[config.mk]
export PLATFORM = sky130hd
export DESIGN_NAME = navigate_ctrl
export DESIGN_NICKNAME = d
export VERILOG_FILES = /design/src/rtl/nav_pkg.sv /design/src/rtl/nav_edge_det.sv /design/src/rtl/navigate_ctrl.sv
export SDC_FILE = /design/constraint.sdc
export NUM_CORES = 1
export LEC_CHECK = 0
export CORE_ASPECT_RATIO = 1.75
export CORE_MARGIN = 2
export CORE_UTILIZATION = 35
export DETAILED_ROUTE_END_ITERATION = 10
export DONT_BUFFER_PORTS = 1
export PLACE_DENSITY_LB_ADDON = 0.05
export SLEW_MARGIN = 20
export SYNTH_ARGS = -nofsm -noshare
export SYNTH_HDL_FRONTEND = slang
export SYNTH_HIERARCHICAL = 1
export SYNTH_SLANG_ARGS = --single-unit
[constraint.sdc]
create_clock -name clk -period 2.84 [get_ports clk]
set_input_delay 0.142 -clock clk [delete_from_list [all_inputs] [get_ports clk]]
set_output_delay 0.142 -clock clk [all_outputs]
set_load 0.02 [all_outputs]
[src/rtl/nav_pkg.sv]
// Shared types, speed constants and saturating helpers for the navigation controller.
// FAST_SIM_EN scales the ramp steps and shortens heading settle for quick system sims.
package nav_pkg;

    localparam int unsigned SPD_W = 11;

    localparam logic [SPD_W-1:0] MIN_FRWRD = 11'h0D0;
    localparam logic [SPD_W-1:0] MAX_FRWRD = 11'h2A0;
    localparam logic [SPD_W-1:0] FRWRD_INC = 11'h002;
    localparam logic [SPD_W-1:0] FUSION_THR = MAX_FRWRD >> 1;

`ifdef FAST_SIM_EN
    localparam logic [SPD_W-1:0] ACC_STEP   = SPD_W'(8 * FRWRD_INC);
    localparam logic [SPD_W-1:0] DEC_STEP   = SPD_W'(16 * FRWRD_INC);
    localparam logic [SPD_W-1:0] DECF_STEP  = SPD_W'(64 * FRWRD_INC);
    localparam int unsigned      SETTLE_CYC = 2;
`else
    localparam logic [SPD_W-1:0] ACC_STEP   = FRWRD_INC;
    localparam logic [SPD_W-1:0] DEC_STEP   = SPD_W'(2 * FRWRD_INC);
    localparam logic [SPD_W-1:0] DECF_STEP  = SPD_W'(8 * FRWRD_INC);
    localparam int unsigned      SETTLE_CYC = 4;
`endif

    typedef enum logic [2:0] {
        StIdle,
        StHeadng,
        StMove,
        StDecel,
        StDecelFast
    } nav_state_t;

    function automatic logic [SPD_W-1:0] sat_add(input logic [SPD_W-1:0] a,
                                                 input logic [SPD_W-1:0] b,
                                                 input logic [SPD_W-1:0] lim);
        logic [SPD_W:0] sum;
        sum = {1'b0, a} + {1'b0, b};
        return (sum > {1'b0, lim}) ? lim : sum[SPD_W-1:0];
    endfunction

    function automatic logic [SPD_W-1:0] sat_sub(input logic [SPD_W-1:0] a,
                                                 input logic [SPD_W-1:0] b);
        return (a > b) ? (a - b) : '0;
    endfunction

endpackage

[src/rtl/nav_edge_det.sv]
// Rising-edge detector against the previous cycle's sample.
// History resets high so a signal already high out of reset is not seen as an edge.
module nav_edge_det (
    input  logic clk,
    input  logic rst_n,
    input  logic sig,
    output logic rise
);

    logic hist_q;

    always_ff @(posedge clk or negedge rst_n) begin
        if (!rst_n) begin
            hist_q <= 1'b1;
        end else begin
            hist_q <= sig;
        end
    end

    assign rise = sig & ~hist_q;

endmodule

[src/rtl/navigate_ctrl.sv]
// Command-side controller for the heading PID: heading turns, forward moves with speed ramps,
// opening/obstacle stops and completion pulses. Build option FAST_SIM_EN (see nav_pkg).
module navigate_ctrl
    import nav_pkg::*;
(
    input  logic                    clk,
    input  logic                    rst_n,
    input  logic                    strt_hdng,
    input  logic                    strt_mv,
    input  logic signed [11:0]      cmd_hdng,
    input  logic                    stp_lft,
    input  logic                    stp_rght,
    input  logic                    lft_opn,
    input  logic                    rght_opn,
    input  logic                    frwrd_opn,
    input  logic                    at_hdng,
    output logic                    moving,
    output logic signed [11:0]      dsrd_hdng,
    output logic [SPD_W-1:0]        frwrd_spd,
    output logic                    mv_cmplt,
    output logic                    en_fusion
);

    nav_state_t state_q, state_d;

    logic signed [11:0] dsrd_hdng_q, dsrd_hdng_d;
    logic [SPD_W-1:0]   frwrd_spd_q, frwrd_spd_d;
    logic [2:0]         settle_cnt_q, settle_cnt_d;
    logic               stp_lft_q, stp_lft_d;
    logic               stp_rght_q, stp_rght_d;
    logic               mv_cmplt_q, mv_cmplt_d;
    logic               en_fusion_q;

    logic lft_rise, rght_rise;
    logic settle_done, side_stop, decel_zero;
    logic [SPD_W-1:0] decel_spd;

    nav_edge_det u_lft_edge (
        .clk   (clk),
        .rst_n (rst_n),
        .sig   (lft_opn),
        .rise  (lft_rise)
    );

    nav_edge_det u_rght_edge (
        .clk   (clk),
        .rst_n (rst_n),
        .sig   (rght_opn),
        .rise  (rght_rise)
    );

    assign settle_done = (settle_cnt_q == 3'(SETTLE_CYC));
    assign side_stop   = (lft_rise & stp_lft_q) | (rght_rise & stp_rght_q);
    assign decel_spd   = sat_sub(frwrd_spd_q,
                                 (state_q == StDecelFast) ? DECF_STEP : DEC_STEP);
    assign decel_zero  = (decel_spd == '0);

    always_ff @(posedge clk or negedge rst_n) begin
        if (!rst_n) begin
            state_q <= StIdle;
        end else begin
            state_q <= state_d;
        end
    end

    always_comb begin
        state_d = state_q;
        case (state_q)
            StIdle: begin
                if (strt_hdng) begin
                    state_d = StHeadng;
                end else if (strt_mv) begin
                    state_d = StMove;
                end
            end
            StHeadng: begin
                if (settle_done && at_hdng) begin
                    state_d = StIdle;
                end
            end
            StMove: begin
                if (!frwrd_opn) begin
                    state_d = StDecelFast;
                end else if (side_stop) begin
                    state_d = StDecel;
                end
            end
            StDecel: begin
                // Reaching zero ends the move even if the obstacle shows up this cycle
                if (decel_zero) begin
                    state_d = StIdle;
                end else if (!frwrd_opn) begin
                    state_d = StDecelFast;
                end
            end
            StDecelFast: begin
                if (decel_zero) begin
                    state_d = StIdle;
                end
            end
            default: state_d = StIdle;
        endcase
    end

    always_comb begin
        dsrd_hdng_d  = dsrd_hdng_q;
        frwrd_spd_d  = frwrd_spd_q;
        settle_cnt_d = settle_cnt_q;
        stp_lft_d    = stp_lft_q;
        stp_rght_d   = stp_rght_q;
        mv_cmplt_d   = (state_q != StIdle) && (state_d == StIdle);
        case (state_q)
            StIdle: begin
                if (strt_hdng) begin
                    dsrd_hdng_d  = cmd_hdng;
                    settle_cnt_d = '0;
                end else if (strt_mv) begin
                    frwrd_spd_d = MIN_FRWRD;
                    stp_lft_d   = stp_lft;
                    stp_rght_d  = stp_rght;
                end
            end
            StHeadng: begin
                if (!settle_done) begin
                    settle_cnt_d = settle_cnt_q + 3'd1;
                end
            end
            StMove:                frwrd_spd_d = sat_add(frwrd_spd_q, ACC_STEP, MAX_FRWRD);
            StDecel, StDecelFast:  frwrd_spd_d = decel_spd;
            default: ;
        endcase
    end

    always_ff @(posedge clk or negedge rst_n) begin
        if (!rst_n) begin
            dsrd_hdng_q  <= '0;
            frwrd_spd_q  <= '0;
            settle_cnt_q <= '0;
            stp_lft_q    <= 1'b0;
            stp_rght_q   <= 1'b0;
            mv_cmplt_q   <= 1'b0;
            en_fusion_q  <= 1'b0;
        end else begin
            dsrd_hdng_q  <= dsrd_hdng_d;
            frwrd_spd_q  <= frwrd_spd_d;
            settle_cnt_q <= settle_cnt_d;
            stp_lft_q    <= stp_lft_d;
            stp_rght_q   <= stp_rght_d;
            mv_cmplt_q   <= mv_cmplt_d;
            en_fusion_q  <= (frwrd_spd_q > FUSION_THR);
        end
    end

    assign moving    = (state_q != StIdle);
    assign dsrd_hdng = dsrd_hdng_q;
    assign frwrd_spd = frwrd_spd_q;
    assign mv_cmplt  = mv_cmplt_q;
    assign en_fusion = en_fusion_q;

endmodule

==> impl_metrics.py <==
metrics = {
    "finish": {
        "drive_above_1_share_pct": 19.69,
        "diodes": 0,
        "fillers": 655,
        "final_common_cell": "dfrtp_1",
        "layout_common_cells": "dfrtp_1 (33), nand2_1 (19), dlygate4sd3_1 (17)",
        "fin_nets": 287,
        "syn2layout_area_growth_pct": 16.77,
    },
    "drt": {
        "first_pass_iters": 4,
        "routed_wl_mm": 6.208,
        "vias_per_cell": 5.820,
        "wl_met3_um": 300,
        "highest-signal-layer": "met4",
        "wl_per_cell_um": 18.31,
        "vias": 1973,
        "first_iter_violations": 79,
        "route.detailed.drc": 0,
        "wl_met2_mm": 3.419,
        "ant_nets": 0,
        "wl_met1_mm": 2.159,
    },
    "global_route": {
        "grt-ovfl-total": 0,
        "first_global_vias": 2055,
        "grt_start_max_net_pins": 36,
        "track_usage_pct": 18.33,
        "grt_pass1_wl_mm": 9.853,
        "antenna_found_initial": 0,
    },
    "power": {
        "power_per_cell_area_nw_per_um2": 337.2,
        "worst_ir_drop_vdd_mv": 0.2073,
        "power.leakage_uw": 0.001088,
    },
    "cts": {
        "post_cts_buffers": 0,
        "cts_buffers": 5,
        "cts_tree": "done",
        "root_buffer": "clkbuf_8",
        "htree_levels": 2,
        "clockBufferDepth": 2,
        "path_clk_slew_ns": 0.07,
        "cts_sinks": 35,
        "clk_latency_ns": 0.29,
    },
    "yosys": {
        "ys_seq_area_share_pct": 38.98,
        "yosysWarnings": 6,
        "synth_fp_nets": 269,
        "synthFlopType": "dfrtp_1",
        "synth-edff-count": 0,
        "ys_types": 60,
        "netlist_instances": 240,
        "synth_async_sr_flop_share_pct": 100.0,
        "avgSynthCellArea_um2": 9.389,
        "ys_ff_latch": 35,
        "syn_area_um2": 2253,
    },
    "critical_path": {
        "worstPathArrival_ns": 2.79,
        "critical_path_class": "reg -> reg",
        "critPathLaunchType": "flip-flop",
        "crit_fanout": 7,
        "crit_path_end_kind": "flip-flop",
        "cp_data_required_time_ns": 3.01,
    },
    "place": {
        "routabilityCongestion": 0.8263,
        "hpwl_mm": 4.653,
        "io_buffers": 0,
        "dp_slack_ns": 0.1158,
    },
    "timing": {
        "skew_ns": 0.003695,
        "fin_tns_setup_ns": 0,
        "worst_slew_pin_slew_ns": 0.6635,
        "fin_crit_ns": 2.620,
        "rsz0062_at_grt": "no",
        "max_freq_mhz": 381.7,
        "setup_violations": 0,
        "slew_headroom_pct": 55.77,
        "hold_viol_final": 0,
        "worst_slack_ns": 0.2204,
        "slew_viol_final": 0,
        "timing.final.crit_share_pct": 92.24,
    },
    "floorplanning": {
        "coreArea_um2": 6228,
        "row_count": 38,
        "die_y_um": 110.1,
        "die_w_um": 64.66,
        "start_util_pct": 36.18,
        "pin_count": 48,
        "dieArea_um2": 7121,
    },
    "status": {
        "outcome": "completed",
    },
    "flow_run": {
        "maxCapViolations": 0,
    },
    "min_path": {
        "hold_class": "in -> reg",
    },
}
## per-layer routing
metal	track usage (%)	vias up
met5	0	-
met4	12.16	0
met3	3.350	24
met2	35.04	68
met1	17.50	969
li1	-	912
## path summary, 6_finish.rpt
kind	from	to	slack, ns	cells after the start
hold reg to reg	stp_rght_q$_DFFE_PN0P_	stp_rght_q$_DFFE_PN0P_	0.51	1
hold / removal	cmd_hdng[3]	dsrd_hdng[3]$_DFFE_PN0P_	0.01	1
min in group asynchronous	rst_n	frwrd_spd[1]$_DFFE_PN0P_	0.31	2
setup / recovery	state_q[1]$_DFF_PN0_	frwrd_spd[0]$_DFFE_PN0P_	0.22	6
setup reg to reg	state_q[1]$_DFF_PN0_	frwrd_spd[0]$_DFFE_PN0P_	0.22	6
max in group asynchronous	rst_n	u_rght_edge/hist_q$_DFF_PN1_	2.28	2
## metrics by stage
step	hold slack (ns)	instances	util, %	area (um2)	power (uW)
after global routing	0.008966	339	42.25	2631	928.1
final	0.01218	339	42.25	2631	887.1
after CTS	0.003556	339	42.00	2616	907.1
after floorplan	-0.1536	240	-	2253	515.4
after global placement	-0.1519	313	37.59	2341	515.9
after detailed placement	-0.1518	313	37.59	2341	516.0
## cell usage after synthesis (2+ instances only)
cell type	count	area (um2)
and3_1	2	12.51
nand2b_1	5	31.28
o21ai_0	15	75.07
o31ai_1	3	22.52
o211ai_1	3	22.52
nor2b_1	3	18.77
xor2_1	2	17.52
a211oi_1	2	15.01
ha_1	7	87.58
a22o_1	2	17.52
dfstp_2	2	52.55
o2bb2ai_1	2	17.52
a41oi_1	2	17.52
buf_2	7	35.03
nor3_1	6	30.03
a31oi_1	6	37.54
nand3_1	9	45.04
nand2_1	19	71.32
nor2_1	16	60.06
a21oi_1	14	70.07
inv_1	10	37.54
xnor2_1	3	26.28
nor2b_4	2	27.53
o22ai_2	2	25.02
o211a_1	2	20.02
mux2_2	15	168.9
dfrtp_1	33	825.8
and2_1	2	12.51
nand4_1	4	25.02
clkbuf_1	7	26.28
o21a_1	4	30.03
## layout make-up
type | count | area [um2] | share of cell area [%]
clock buffers | 6 | 72.57 | 2.758
clock inverters | 2 | 12.51 | 0.4755
inverters | 10 | 37.54 | 1.427
multi-input cells | 180 | 1280 | 48.64
flip-flops and latches | 35 | 878.3 | 33.38
well taps | 80 | 100.1 | 3.804
repair buffers | 26 | 250.2 | 9.510
## repair_timing
action | CTS | global route
endpoints found under the setup margin | 0 | 7
hold buffers | 18 | 0
hold endpoints to repair | 51 | 0
gates resized for setup | 0 | 3
## kinds of logic after synthesis
logic type,count (synthesis),synth area share (%)
and+or+nand+nor,83,20.49
muxes,15,7.496
xor gates and xnor gates,5,1.944
buffers and inverters,25,4.886
adders and majority gates,7,3.887
DFF,35,38.98
AOI/OAI and AO/OA,70,22.32
## critical path, cell delays in order (launching register included)
cell	delay [ns]
dfrtp_1	0.45
or3b_4	0.46
ha_1	0.37
or4b_4	0.51
o22ai_2	0.26
nor2_1	0.16
o31a_1	0.30
## report_power, final
group	switching, uW	internal [uW]	total, uW
Combinational	13.9	21.4	35.3
Sequential	1.23	501	502
Clock	179	171	350
Total	194	693	887
## flip-flops by register name, indices dropped and copies added (netlist names)
signal / cells
dsrd_hdng: 12
frwrd_spd: 11
settle_cnt_q: 3
state_q: 3
en_fusion: 1
mv_cmplt: 1
stp_lft_q: 1
stp_rght_q: 1
u_lft_edge/hist_q: 1
u_rght_edge/hist_q: 1
(Power assumes the default switching activity.)
